$ cat src/rtl/reg_alloc_ctrl.sv
// reg_alloc_ctrl: register allocation unit controller.
// Hands out physical register blocks to warps, reclaims them on warp exit,
// and translates (warp, logical register) into physical rows for two OC ports.
// Optional macro RAU_BOUND_CHECK_EN: flags reads beyond a warp's allocated blocks.
module reg_alloc_ctrl (
    input  logic       clk,
    input  logic       rst,
    input  logic       AlloEN_TM_RAU,
    input  logic [2:0] HWWarp_TM_RAU,
    input  logic [2:0] Nreq_TM_RAU,
    input  logic [7:0] SWWarp_TM_RAU,
    output logic       Ready_RAU_TM,
    output logic       AlloAck_RAU_TM,
    output logic       AlloErr_RAU_TM,
    output logic       AlloDone_RAU_TM,
    output logic [7:0] DoneSWWarp_RAU_TM,
    output logic [4:0] Available_RAU_TM,
    output logic [7:0] AllocStall_RAU_IB,
    input  logic       Exit_IB_RAU_TM,
    input  logic [2:0] Exit_WarpID_IB_RAU_TM,
    input  logic       RdEn1_OC_RAU,
    input  logic       RdEn2_OC_RAU,
    input  logic [2:0] RdWarp1_OC_RAU,
    input  logic [2:0] RdWarp2_OC_RAU,
    input  logic [3:0] RdReg1_OC_RAU,
    input  logic [3:0] RdReg2_OC_RAU,
    output logic [5:0] RdPhys1_RAU_OC,
    output logic [5:0] RdPhys2_RAU_OC,
    output logic       RdValid1_RAU_OC,
    output logic       RdValid2_RAU_OC,
    output logic       RdFault1_RAU_OC,
    output logic       RdFault2_RAU_OC
);
    localparam int NUM_WARPS  = 8;
    localparam int NUM_BLOCKS = 16;
    localparam int MAX_BLK    = 4;

    typedef enum logic [1:0] {ST_IDLE, ST_ALLOC, ST_FREE} state_t;

    state_t state, next_state;

    logic [NUM_WARPS-1:0]  mapped, pending, pending_next, exit_mask;
    logic [2:0]            nblk    [NUM_WARPS];
    logic [3:0]            blk_map [NUM_WARPS][MAX_BLK];
    logic [NUM_BLOCKS-1:0] free_map;
    logic [4:0]            avail;
    logic [2:0]            cur_warp, cur_nreq, cnt, cnt_inc;
    logic [7:0]            cur_sw;
    logic [3:0]            free_blk;
    logic [2:0]            free_warp;
    logic                  req_bad, accept, reject, start_free;
    logic                  alloc_step, alloc_last, free_step, free_last;

    logic [1:0] rq_en;
    logic [2:0] rq_warp [2];
    logic [3:0] rq_reg  [2];
    logic [1:0] x_hit, x_fault, x_valid;
    logic [5:0] x_phys  [2];

    assign Ready_RAU_TM     = (state == ST_IDLE) && (pending == '0);
    assign Available_RAU_TM = avail;
    assign cnt_inc          = cnt + 3'd1;

    // Qualify an exit strobe: only warps that own (or are acquiring) blocks become pending.
    always_comb begin
        // NOTE: every always_comb output gets a default first so no path leaves it unassigned (no latch).
        exit_mask = '0;
        if (Exit_IB_RAU_TM &&
            (mapped[Exit_WarpID_IB_RAU_TM] ||
             (state == ST_ALLOC && cur_warp == Exit_WarpID_IB_RAU_TM)))
            exit_mask[Exit_WarpID_IB_RAU_TM] = 1'b1;
    end

    // Lowest-index free block and lowest-index pending warp (including a same-cycle exit).
    always_comb begin
        free_blk  = '0;
        free_warp = '0;
        for (int b = NUM_BLOCKS - 1; b >= 0; b--)
            if (free_map[b]) free_blk = 4'(b);
        for (int w = NUM_WARPS - 1; w >= 0; w--)
            if (pending[w] || exit_mask[w]) free_warp = 3'(w);
    end

    // State register.
    always_ff @(posedge clk) begin
        // NOTE: sequential state uses non-blocking assignments so all registers update from pre-edge values.
        if (!rst) state <= ST_IDLE;
        else      state <= next_state;
    end

    // Next-state and per-cycle control decisions.
    always_comb begin
        next_state = state;
        accept     = 1'b0;
        reject     = 1'b0;
        start_free = 1'b0;
        alloc_step = 1'b0;
        alloc_last = 1'b0;
        free_step  = 1'b0;
        free_last  = 1'b0;
        req_bad    = (Nreq_TM_RAU == 3'd0) || (Nreq_TM_RAU > 3'(MAX_BLK)) ||
                     ({2'b00, Nreq_TM_RAU} > avail) || mapped[HWWarp_TM_RAU];
        case (state)
            ST_IDLE: begin
                if ((pending | exit_mask) != '0) begin
                    start_free = 1'b1;
                    next_state = ST_FREE;
                end else if (AlloEN_TM_RAU) begin
                    if (req_bad) begin
                        reject = 1'b1;
                    end else begin
                        accept     = 1'b1;
                        next_state = ST_ALLOC;
                    end
                end
            end
            ST_ALLOC: begin
                alloc_step = 1'b1;
                if (cnt_inc == cur_nreq) begin
                    alloc_last = 1'b1;
                    next_state = ST_IDLE;
                end
            end
            ST_FREE: begin
                free_step = 1'b1;
                if (cnt_inc == nblk[cur_warp]) begin
                    free_last  = 1'b1;
                    next_state = ST_IDLE;
                end
            end
            default: next_state = ST_IDLE;
        endcase
    end

    // Pending-exit update: new exits set, completion of a free clears.
    always_comb begin
        pending_next = pending | exit_mask;
        if (free_last) pending_next[cur_warp] = 1'b0;
    end

    // Allocation tables, free bitmap, counters and TM/IB handshake outputs.
    always_ff @(posedge clk) begin
        if (!rst) begin
            mapped            <= '0;
            pending           <= '0;
            free_map          <= '1;
            avail             <= 5'(NUM_BLOCKS);
            cur_warp          <= '0;
            cur_nreq          <= '0;
            cur_sw            <= '0;
            cnt               <= '0;
            AlloAck_RAU_TM    <= 1'b0;
            AlloErr_RAU_TM    <= 1'b0;
            AlloDone_RAU_TM   <= 1'b0;
            DoneSWWarp_RAU_TM <= '0;
            AllocStall_RAU_IB <= '1;
            // NOTE: the map table is small and cleared on reset so no stale block IDs survive.
            for (int w = 0; w < NUM_WARPS; w++) begin
                nblk[w] <= '0;
                for (int k = 0; k < MAX_BLK; k++) blk_map[w][k] <= '0;
            end
        end else begin
            AlloAck_RAU_TM  <= accept;
            AlloErr_RAU_TM  <= reject;
            AlloDone_RAU_TM <= alloc_last;
            pending         <= pending_next;
            if (accept) begin
                cur_warp <= HWWarp_TM_RAU;
                cur_nreq <= Nreq_TM_RAU;
                cur_sw   <= SWWarp_TM_RAU;
                cnt      <= '0;
            end
            if (start_free) begin
                cur_warp                     <= free_warp;
                cnt                          <= '0;
                mapped[free_warp]            <= 1'b0;
                AllocStall_RAU_IB[free_warp] <= 1'b1;
            end
            if (alloc_step) begin
                blk_map[cur_warp][cnt[1:0]] <= free_blk;
                free_map[free_blk]          <= 1'b0;
                avail                       <= avail - 5'd1;
                cnt                         <= cnt_inc;
            end
            if (alloc_last) begin
                mapped[cur_warp]            <= 1'b1;
                nblk[cur_warp]              <= cur_nreq;
                DoneSWWarp_RAU_TM           <= cur_sw;
                AllocStall_RAU_IB[cur_warp] <= 1'b0;
            end
            if (free_step) begin
                free_map[blk_map[cur_warp][cnt[1:0]]] <= 1'b1;
                avail                                 <= avail + 5'd1;
                cnt                                   <= cnt_inc;
            end
        end
    end

    assign rq_en      = {RdEn2_OC_RAU, RdEn1_OC_RAU};
    assign rq_warp[0] = RdWarp1_OC_RAU;
    assign rq_warp[1] = RdWarp2_OC_RAU;
    assign rq_reg[0]  = RdReg1_OC_RAU;
    assign rq_reg[1]  = RdReg2_OC_RAU;

    // Combinational translation for both read ports against the current (pre-edge) table.
    always_comb begin
        x_hit   = '0;
        x_fault = '0;
        x_valid = '0;
        for (int p = 0; p < 2; p++) begin
            x_hit[p] = rq_en[p] && mapped[rq_warp[p]];
`ifdef RAU_BOUND_CHECK_EN
            x_fault[p] = x_hit[p] && ({1'b0, rq_reg[p][3:2]} >= nblk[rq_warp[p]]);
`else
            x_fault[p] = 1'b0;
`endif
            x_valid[p] = x_hit[p] && !x_fault[p];
            x_phys[p]  = x_valid[p] ? {blk_map[rq_warp[p]][rq_reg[p][3:2]], rq_reg[p][1:0]} : 6'd0;
        end
    end

    // Register translation results (one-cycle latency per port).
    always_ff @(posedge clk) begin
        if (!rst) begin
            RdValid1_RAU_OC <= 1'b0;
            RdValid2_RAU_OC <= 1'b0;
            RdFault1_RAU_OC <= 1'b0;
            RdFault2_RAU_OC <= 1'b0;
            RdPhys1_RAU_OC  <= '0;
            RdPhys2_RAU_OC  <= '0;
        end else begin
            RdValid1_RAU_OC <= x_valid[0];
            RdValid2_RAU_OC <= x_valid[1];
            RdFault1_RAU_OC <= x_fault[0];
            RdFault2_RAU_OC <= x_fault[1];
            RdPhys1_RAU_OC  <= x_phys[0];
            RdPhys2_RAU_OC  <= x_phys[1];
        end
    end

endmodule

$ cat config.mk
export PLATFORM = sky130hd
export DESIGN_NAME = reg_alloc_ctrl
export DESIGN_NICKNAME = d
export VERILOG_FILES = /design/src/rtl/reg_alloc_ctrl.sv
export SDC_FILE = /design/constraint.sdc
export NUM_CORES = 1
export LEC_CHECK = 0
export CORE_MARGIN = 4
export CORE_UTILIZATION = 55
export DETAILED_ROUTE_END_ITERATION = 6
export PLACE_DENSITY_LB_ADDON = 0.15
export SYNTH_ARGS = -nofsm -noshare
export SYNTH_HDL_FRONTEND = slang
export SYNTH_SLANG_ARGS = --single-unit
$ cat constraint.sdc
create_clock -name clk -period 3.1 [get_ports clk]
set_clock_uncertainty 0.05 [all_clocks]
set_input_delay 0.62 -clock clk [delete_from_list [all_inputs] [get_ports clk]]
set_output_delay 0.62 -clock clk [all_outputs]
set_load 0.01 [all_outputs]
==> results.md, run 1 <==
* Outcome: completed
* Gate power share at 14.6%
* Hold-fix buffers, CTS at 0
* Worst EP required at 3.48 ns
* Clock tree sinks at 244
* Max incr delay on CP at 0.50 ns
* Nets at 1260
* Max-Slew Margin vs Limit at 58.42%
* Leakage at 5.758 nW
* Maximum clock path buffer count at 3
* Flop pwr share at 46.1%
* Buffers on Ports at 75
* Number of global-route vias before repair at 9913
* Delay-heaviest family, CP: compound AO/OA/AOI/OAI gates
* Syn Std Cell Area at 13380 µm²
* Sequential area share after synthesis at 47.87%
* Worst setup SP type: input pin
* Clk pwr share at 39.3%
* Minimum clock period at 2.996 ns
* Layout cells sized above 1 at 22.70%
* Global route overflow at 0
* WP buf/inv at 3
* WS Path Type: input pin to register
* Dpl hpwl at 25.92 mm
* Synth warn at 0
* Placer Congestion at 0.9210
* Largest net degree at the start of global routing at 44
* Tcrit/Tclk final at 96.66%
* Die width at 164.0 µm
* Sw frac at 24.73%
* Crit-path slowest cell: mux4_2
* Int Power at 5.985 mW
* Filler cells at 1780
* Multi-input logic area at 6530 µm²
* Synthesized flop and latch total at 244
* Cells after synthesis at 1106
* Detail Route Antenna Nets at 0
* P&R area growth vs syn at 17.93%
* Final wirelength at 36.64 mm
* Worst Hold Launch: rst
* Total power at 7.951 mW
* Die Height at 164.0 µm
* Max-slew violation count at 0
* Worst R2R Setup Slack at 0.24 ns
* Synth unique cells at 71
* Initial antenna violation count at 1
* Drt pass-1 iters at 6
* Detailed Route Iter0 Violations at 1088
* Via count at 9828
* H-tree level count at 1
* MaxCap Viol Count at 0
* Starting Density at 56.51%
* Storage element area at 6407 µm²
* Die area at 26890 µm²
* Setup violations, final at 0
* Power Dens Cells at 503.8 nW/µm²
* Hold Path Class: input pin to register
* WL/cell at 23.67 µm
* Synth async-reset ratio at 0%
* Num CTS Buffers at 27
* Post-synth EDFFs at 152
* Crit path cell chain: clkdlybuf4s50_1 > buf_4 > mux2_2 > mux4_2 > o211ai_1 > a311oi_1 > o311ai_4 > buf_6 > o21ai_1 > o21a_1
* Worst vdd ir at 0.0004210 V
* Final hold vios at 0
* Via/cell ratio at 6.349
* I/O Pins at 78
* Synth Flop Type: edfxtp_1
* Critical Path AT at 3.37 ns
* Core box area at 23680 µm²
* Tot GR Track Use at 27.94%
* Worst-Margin Slew at 0.6181 ns
* Clock latency on the worst-skew pair at 0.55 ns
* Fmax at 333.7 MHz
* Root Driver: clkbuf_16
* Diode count at 0
* Crit path launch: Exit_WarpID_IB_RAU_TM[0]
* # DRC at 0
* Critical Path Sink Type: register
* Final core occ at 66.64%
* NetSw at 1.967 mW
* Crit path max fanout at 11
* CTS tree: yes
* Clock-pin slew on the worst setup and hold paths at 0.06 ns
* Synthesized area per cell at 12.10 µm²
* RSZ-0062 raised after global routing: no
* Site row count at 56
* First-pass GRT wire length at 57.14 mm
[routing by layer]
layer  global-route usage (%)  share of wire (%)
met5                        0              0.035
met4                    9.912                4.0
met3                    6.274                 10
met2                    44.12                 47
met1                    38.61                 39
[power by group through the flow]
| stage | sequential (mW) | clock (mW) | combinational [mW] |
|---|---|---|---|
| floorplan | 3.68 | 0 | 0.754 |
| global placement | 3.72 | 0 | 1.11 |
| detailed placement | 3.73 | 0 | 1.13 |
| CTS | 3.67 | 3.17 | 1.14 |
| global route | 3.68 | 3.33 | 1.23 |
| finish | 3.67 | 3.13 | 1.16 |
[timing repair]
item,CTS,global route
buffers inserted,0,1
resized for setup,0,5
setup endpoints to repair,0,24
endpoints found under the hold margin,0,0
[final timing paths]
check | endpoint | cells past startpoint
setup / recovery | AllocStall_RAU_IB[2] | 10
hold / removal | free_map[7] | 2
setup reg to reg | free_map[6] | 7
hold reg to reg | AllocStall_RAU_IB[6] | 2
[area by class of cell]
| cell class | count | share of cell area [%] |
|---|---|---|
| inverter | 28 | 0.6659 |
| sequential | 244 | 40.60 |
| timing repair buffer | 160 | 9.386 |
| clock inverter | 17 | 0.9830 |
| clock buffer | 32 | 4.463 |
| multi-input combinational | 748 | 41.37 |
| tap | 319 | 2.529 |
[worst register-to-register path: cells and delay by family, from the launching register on]
kind / cells / cell delay (ns)
mux: 3 / 1.48
simple gates: 3 / 0.57
flops: 1 / 0.36
buf+inv: 1 / 0.33
[state kept, by name, summed over array words and instances, names as in the netlist, 5 cells and up, named ones only]
signal / flops
cur_sw: 8
RdPhys1_RAU_OC: 6
pending: 8
DoneSWWarp_RAU_TM: 8
RdPhys2_RAU_OC: 6
Available_RAU_TM: 5
free_map: 16
mapped: 8
AllocStall_RAU_IB: 8
nblk: 24
blk_map: 128
[synthesized netlist by cell type (all sizes together), types with 11 or more instances]
cell	instances	share of area (%)
nor2	183	5.1
edfxtp	152	34
mux4	132	22
nand2	118	3.3
dfxtp	92	14
clkbuf	60	1.7
mux2i	45	3.4
and3	37	1.7
inv	28	0.79
buf	27	1.1
o21ai	27	1.0
nand3	21	0.79
a21oi	19	0.71
ha	13	1.2
xnor2	13	0.85
and2	11	0.51
[stage by stage]
stage / setup TNS, ns / instance area [µm²] / cells / hold WS (ns) / setup WS (ns)
4_1_cts: 0 / 15750 / 1547 / 0.3580 / 0.07778
3_5_place_dp: -15.02 / 14890 / 1498 / 0.4077 / -0.4674
5_1_grt: 0 / 15780 / 1548 / 0.3978 / 0.01011
6_report: 0 / 15780 / 1548 / 0.3854 / 0.1036
3_3_place_gp: -12.83 / 14890 / 1498 / 0.4011 / -0.4246
2_1_floorplan: 0 / 13390 / 1107 / 0.4048 / 0.1835
[placed cells by master (no fill, tap or decap), drive strengths merged, types with 4 or more instances in the layout]
cell,netlist,final
o211ai,6,6
o21a,4,4
nor4,7,7
clkdlybuf4s50,0,72
nand2,118,118
mux4,132,132
nor2b,5,5
edfxtp,152,152
ha,13,13
nor3b,8,8
nand3,21,21
mux2,9,9
a211oi,6,6
clkbuf,60,32
o31ai,5,5
nand2b,7,7
inv,28,28
a31oi,6,6
nor2,183,183
xnor2,13,13
nand4,4,4
mux2i,45,45
nor3,9,9
a21oi,19,19
and2,11,11
clkinv,0,12
and3,37,37
or3,4,4
o21ai,27,27
buf,27,88
dfxtp,92,92
[cell families (layout without fill, tap and decap cells)]
| logic type | Yosys count | after routing | synth area share, % |
|---|---|---|---|
| AO/OA/AOI/OAI | 106 | 106 | 5.610 |
| XOR/XNOR | 15 | 15 | 0.9817 |
| adder cells (fa/ha/maj) | 14 | 14 | 1.365 |
| buffers and inverters | 115 | 237 | 3.581 |
| flip-flops | 244 | 244 | 47.87 |
| multiplexers | 186 | 186 | 26.36 |
| other | 1 | 2 | 0.02802 |
| AND/OR/NAND/NOR | 425 | 425 | 14.20 |
Note: power is estimated with default switching activity, not from simulation.
==> run 2, diff against run 1 <==
- CTS_CLUSTER_SIZE: default -> 28
- MAX_ROUTING_LAYER: default -> met4
==> run 2 against run 1 <==
Global-route usage shrank 0.083 points. Via count fell by 0.27%. Combinational power hardly changed. Fmax decreased by 1.8%. Setup slack got worse by 0.055 ns. Largest cell class unchanged. Wire length fell by 1.8%. Cell count shrank 0.13%. First-iteration DRC count grew 16%. Sequential share of layout area down 0.064 points. Register-to-register slack better by 0.06 ns. Clock-buffer cell count down 3. Non-clock buffer count down 1.
==> results.md, run 2 (synthesis results as in run 1) <==
* Tot GR Track Use at 27.85% (-0.083 points)
* Dpl hpwl at 25.88 mm (-0.17%)
* Final critical-path setup slack at 0.04836 ns (-0.05524 ns)
* Critical Path AT at 2.38 ns (-0.99 ns)
* RSZ-0062 raised after global routing: yes
* Worst vdd ir at 0.0005065 V (+20%)
* WS Path Type: register to output port
* I/O Pins at 78 (unchanged)
* Site row count at 56 (unchanged)
* Total power at 8.020 mW (+0.86%)
* P&R area growth vs syn at 18.12%
* Tcrit/Tclk final at 98.44% (+1.8 points)
* Largest regs: blk_map (128), nblk (24), free_map (16)
* Max-Slew Margin vs Limit at 56.25% (-2.2 points)
* Commonest non-fill, non-tap cell in the layout: nor2_1
* Leakage at 5.779 nW (+0.38%)
* Detailed Route Iter0 Violations at 1265 (+16%)
* Fmax at 327.7 MHz (-1.8%)
* CTS tree: yes
* Met3 Wirelength at 3.313 mm (-11%)
* Max-slew violation count at 0 (unchanged)
* Via count at 9801 (-0.27%)
* Core box area at 23680 µm² (unchanged)
* Most frequent cells in the layout: nor2_1 (183), edfxtp_1 (152), mux4_2 (132)
* Worst setup SP type: register
* Filler cells at 1763 (-0.96%)
* Hold_ws at 0.3893 ns (+0.003855 ns)
* Placed Area at 14890 µm² (about the same)
* Max incr delay on CP at 0.55 ns (+0.05 ns)
* Starting Density at 56.51% (unchanged)
* Cell area after layout at 15810 µm² (+0.16%)
* Die area at 26890 µm² (unchanged)
* Critical Path Sink Type: output port
* Top layer in use: met4
* Drt pass-1 iters at 5 (-1)
* Maximum clock path buffer count at 3 (unchanged)
* Detail Route Antenna Nets at 0 (unchanged)
* Layout cells sized above 1 at 23.47% (+0.77 points)
* Via/cell ratio at 6.340 (-0.15%)
* MaxCap Viol Count at 0 (unchanged)
* Clock-pin slew on the worst setup and hold paths at 0.06 ns (about the same)
* Outcome: completed
* Routed wire length on met2 at 17.25 mm (+0.55%)
* Buffers on Ports at 75 (unchanged)
* Worst-Margin Slew at 0.6495 ns (+0.03139 ns)
* # DRC at 0 (unchanged)
* Largest Register: blk_map
* WL/cell at 23.28 µm (-1.6%)
* H-tree level count at 1 (unchanged)
* Clock tree sinks at 244 (unchanged)
* Die Height at 164.0 µm (unchanged)
* Largest net degree at the start of global routing at 45 (+2.3%)
* Diode count at 0 (unchanged)
* Root Driver: clkbuf_16
* Nets at 1258 (-0.16%)
* First-pass GRT wire length at 55.55 mm (-2.8%)
* Delay-heaviest family, CP: simple AND/OR/NAND/NOR gates
* Crit path max fanout at 4 (-7)
* Power Dens Cells at 507.3 nW/µm² (+0.70%)
* Global route overflow at 0 (unchanged)
* Hold Path Class: input pin to register
* Setup violations, final at 0 (unchanged)
* Num CTS Buffers at 26 (-3.7%)
* Die width at 164.0 µm (unchanged)
* Minimum clock period at 3.052 ns (+0.05524 ns)
* Placer Congestion at 0.9374 (+1.8%)
* WP buf/inv at 1 (-2)
* Post-place setup slack at -0.4958 ns (-0.02841 ns)
* Number of global-route vias before repair at 9716 (-2.0%)
* Max FFs per register at 128 (unchanged)
* Final wirelength at 36.00 mm (-1.8%)
* Worst EP required at 2.43 ns (-1.05 ns)
* Clock latency on the worst-skew pair at 0.54 ns (about the same)
* Initial antenna violation count at 0 (-1)
* M1 wire length at 14.59 mm (+2.2%)
* Crit path cell chain: or2_2 > nor3_1 > and3_1 > clkdlybuf4s50_1
* Final hold vios at 0 (unchanged)
* Crit-path slowest cell: clkdlybuf4s50_1
==> run 2: cell count changes in the layout (fill, tap and decap cells not counted), moves of 2 or more <==
| cell | delta |
|---|---|
| clkinv_2 | +5 |
| clkinv_1 | -7 |
| clkbuf_1 | -4 |
| buf_4 | -2 |
==> run 2: worst paths after layout <==
check	slack [ns]	from	cells after the start	endpoint
min	0.39	rst	2	free_map[9]
max reg2reg	0.30	cnt[0]	7	nblk[4][0]
min reg2reg	0.42	AllocStall_RAU_IB[6]	2	AllocStall_RAU_IB[6]
max	0.05	pending[2]	4	Ready_RAU_TM
==> run 2: final cells by class <==
class                           instances  area, µm²  area share (%)
Multi-Input combinational cell        748       6530           41.31
Timing Repair Buffer                  159       1478           9.348
Tap cell                              319      399.1           2.525
Inverter                               28      105.1          0.6649
Clock inverter                         19      185.2           1.171
Sequential cell                       244       6407           40.53
Clock buffer                           29      703.2           4.448
==> run 2: stage by stage <==
stage          util [%]  cells   TNS, ns
4_1_cts           66.61   1545         0
3_5_place_dp      62.85   1497    -15.56
6_report          66.75   1546         0
2_1_floorplan         -   1107         0
5_1_grt           66.75   1546  -0.04776
3_3_place_gp      62.85   1497    -13.12
==> run 2: power by group <==
part	internal [mW]	switching [mW]	total [mW]
Clock	1.89	1.32	3.21
Combinational	0.570	0.574	1.14
Sequential	3.56	0.111	3.67
Total	6.01	2.01	8.02
==> run 2: repair_timing <==
action,CTS,global route
hold buffers,0,0
endpoints found under the setup margin,0,27
setup buffers,0,1
resized for setup,0,8
==> run 2: worst reg2reg max path: stages (launching register included) <==
cell and delay (ns):
dfxtp_1 0.47, inv_1 0.10, ha_1 0.36, xor2_1 0.16, nor3_1 0.30, and3_1 0.56, and2_1 0.28, nand2b_1 0.21
==> run 2: per-layer routing <==
metal	vias to the layer above	global-route usage [%]
met4	0	6.786
met1	4858	38.51
met3	74	4.793
met2	509	43.80
li1	4360	-
met5	-	-
==> run 3, diff against run 2 <==
- CAP_MARGIN: default -> 10
- CORE_MARGIN: 4 -> default
- HOLD_SLACK_MARGIN: default -> 0.05
==> run 3 against run 2 <==
Final area decreased by 0.66%. Global-route usage up 2.9 points. Sequential power hardly changed. First-iteration DRC count down 18%. Non-clock buffer count fell by 8. Combinational power hardly changed. Total power is 1.2% lower. Via count fell by 0.27%. Hold slack gained 0.033 ns. Setup slack better by 0.18 ns. Flip-flop and latch count unchanged. Critical endpoint unchanged. Largest cell class unchanged. Largest power group unchanged.
==> results.md, run 3 (synthesis results as in run 1) <==
* Diode count at 0 (unchanged)
* Minimum clock period at 2.873 ns (-0.1786 ns)
* RSZ-0062 raised after global routing: no
* Die area at 24960 µm² (-7.2%)
* Tot GR Track Use at 30.74% (+2.9 points)
* Max-Slew Margin vs Limit at 44.02% (-12 points)
* Leakage at 5.731 nW (-0.84%)
* Die Height at 158.0 µm (-3.7%)
* Setup TNS at 0 ns (unchanged)
* First-pass GRT wire length at 54.81 mm (-1.3%)
* Buffers on Ports at 75 (unchanged)
* # DRC at 0 (unchanged)
* Worst-Margin Slew at 0.8333 ns (+0.1839 ns)
* Placed Instances at 1490 (-0.47%)
* Final hold vios at 0 (unchanged)
* Starting Density at 56.51% (unchanged)
* Worst setup SP type: register
* Max FFs per register at 128 (unchanged)
* Number of global-route vias before repair at 9515 (-2.1%)
* Largest regs: blk_map (128), nblk (24), free_map (16)
* Initial antenna violation count at 0 (unchanged)
* WP buf/inv at 1 (unchanged)
* Setup violations, final at 0 (unchanged)
* H-tree level count at 1 (unchanged)
* Layout cells sized above 1 at 22.28% (-1.2 points)
* Crit-path slowest cell: clkdlybuf4s50_1
* Finished Layout Cells at 1540 (-0.39%)
* Largest net degree at the start of global routing at 45 (unchanged)
* Critical Path AT at 2.20 ns (-0.18 ns)
* Max-slew violation count at 0 (unchanged)
* Placer Congestion at 0.9224 (-1.6%)
* Outcome: completed
* Via count at 9775 (-0.27%)
* CTS tree: yes
* I/O Pins at 78 (unchanged)
* Most frequent cells in the layout: nor2_1 (183), edfxtp_1 (152), mux4_2 (132)
* Commonest non-fill, non-tap cell in the layout: nor2_1
* Delay-heaviest family, CP: simple AND/OR/NAND/NOR gates
* P&R area growth vs syn at 17.34%
* Final wirelength at 36.10 mm (+0.28%)
* Die width at 158.0 µm (-3.7%)
* Largest Register: blk_map
* Post-CTS setup repair buffer count at 0 (unchanged)
* Crit path cell chain: or2_2 > nor3_2 > and3_1 > clkdlybuf4s50_1
* Num CTS Buffers at 27 (+3.8%)
* Fmax at 348.1 MHz (+6.2%)
* Crit path max fanout at 4 (unchanged)
* Via/cell ratio at 6.347 (+0.12%)
* Total power at 7.922 mW (-1.2%)
* Root Driver: clkbuf_16
* Detailed Route Iter0 Violations at 1040 (-18%)
* Critical Path Sink Type: output port
* Hold_ws at 0.4221 ns (+0.03278 ns)
* Dpl hpwl at 25.77 mm (-0.40%)
* Core box area at 23680 µm² (unchanged)
* Max incr delay on CP at 0.56 ns (about the same)
* Maximum clock path buffer count at 3 (unchanged)
* Detail Route Antenna Nets at 0 (unchanged)
* Worst EP required at 2.43 ns (about the same)
* Hold Path Class: register to register
* WS Path Type: register to output port
* Power Dens Cells at 504.5 nW/µm² (-0.56%)
* Clock latency on the worst-skew pair at 0.55 ns (about the same)
* Clock tree sinks at 244 (unchanged)
* Global route overflow at 0 (unchanged)
* Drt pass-1 iters at 5 (unchanged)
* WL/cell at 23.44 µm (+0.67%)
* Clock-pin slew on the worst setup and hold paths at 0.06 ns (about the same)
* Nets at 1251 (-0.56%)
* Tcrit/Tclk final at 92.68% (-5.8 points)
* MaxCap Viol Count at 0 (unchanged)
* Site row count at 56 (unchanged)
* Worst vdd ir at 0.0003962 V (-22%)
## run 3: cell types whose count changed in the layout (fill, tap and decap cells not counted), moves of 3 or more
| cell | delta |
|---|---|
| buf_6 | -3 |
| clkinvlp_4 | -3 |
| bufinv_16 | -3 |
| clkbuf_16 | +3 |
| clkinv_2 | -4 |
| clkbuf_1 | +10 |
| buf_4 | -5 |
## run 3: worst paths after layout
kind                              from                    to  slack (ns)  depth (start not counted)
setup / recovery            pending[2]          Ready_RAU_TM        0.23                          4
setup reg to reg              register          free_map[12]        0.26                          8
hold / removal    AllocStall_RAU_IB[6]  AllocStall_RAU_IB[6]        0.42                          2
hold reg to reg   AllocStall_RAU_IB[6]  AllocStall_RAU_IB[6]        0.42                          2
## run 3: final cells by class
| type | instances | area, µm² |
|---|---|---|
| inverter | 28 | 105.1 |
| multi-input combinational | 748 | 6520 |
| fill | 1806 | 7979 |
| timing repair buffer | 151 | 1409 |
| tap | 319 | 399.1 |
| sequential | 244 | 6407 |
| clock buffer | 43 | 820.8 |
| clock inverter | 7 | 42.54 |
## run 3: worst min-delay path: cells and delay by family, from the launching register on
family / cells / cell delay [ns]
AOI/OAI and AO/OA: 1 / 0.06
buffers and inverters: 1 / 0.05
DFF: 1 / 0.31
## run 3: per-stage QoR
step,util [%],setup WS (ns),area [µm²]
CTS,66.28,0.008478,15700
detailed placement,62.63,-0.5300,14830
finish,66.31,0.2269,15700
global placement,62.63,-0.4561,14830
global route,66.31,0.1233,15700
floorplan,-,0.1835,13390
## run 3: report_power, final
group,switching (mW),internal (mW)
registers,0.112,3.56
clock network,1.29,1.82
logic,0.578,0.564
total,1.98,5.94
## run 3: repair_timing
action / CTS / global route
gates resized for setup: 0 / 3
hold buffers: 0 / 0
setup endpoints to repair: 0 / 24
## run 3: per-layer routing
layer / wire [µm] / global-route usage [%]
met4: 1144 / 10.07
met1: 14420 / 40.59
met2: 17050 / 47.70
met5: 0 / -
met3: 3487 / 6.488
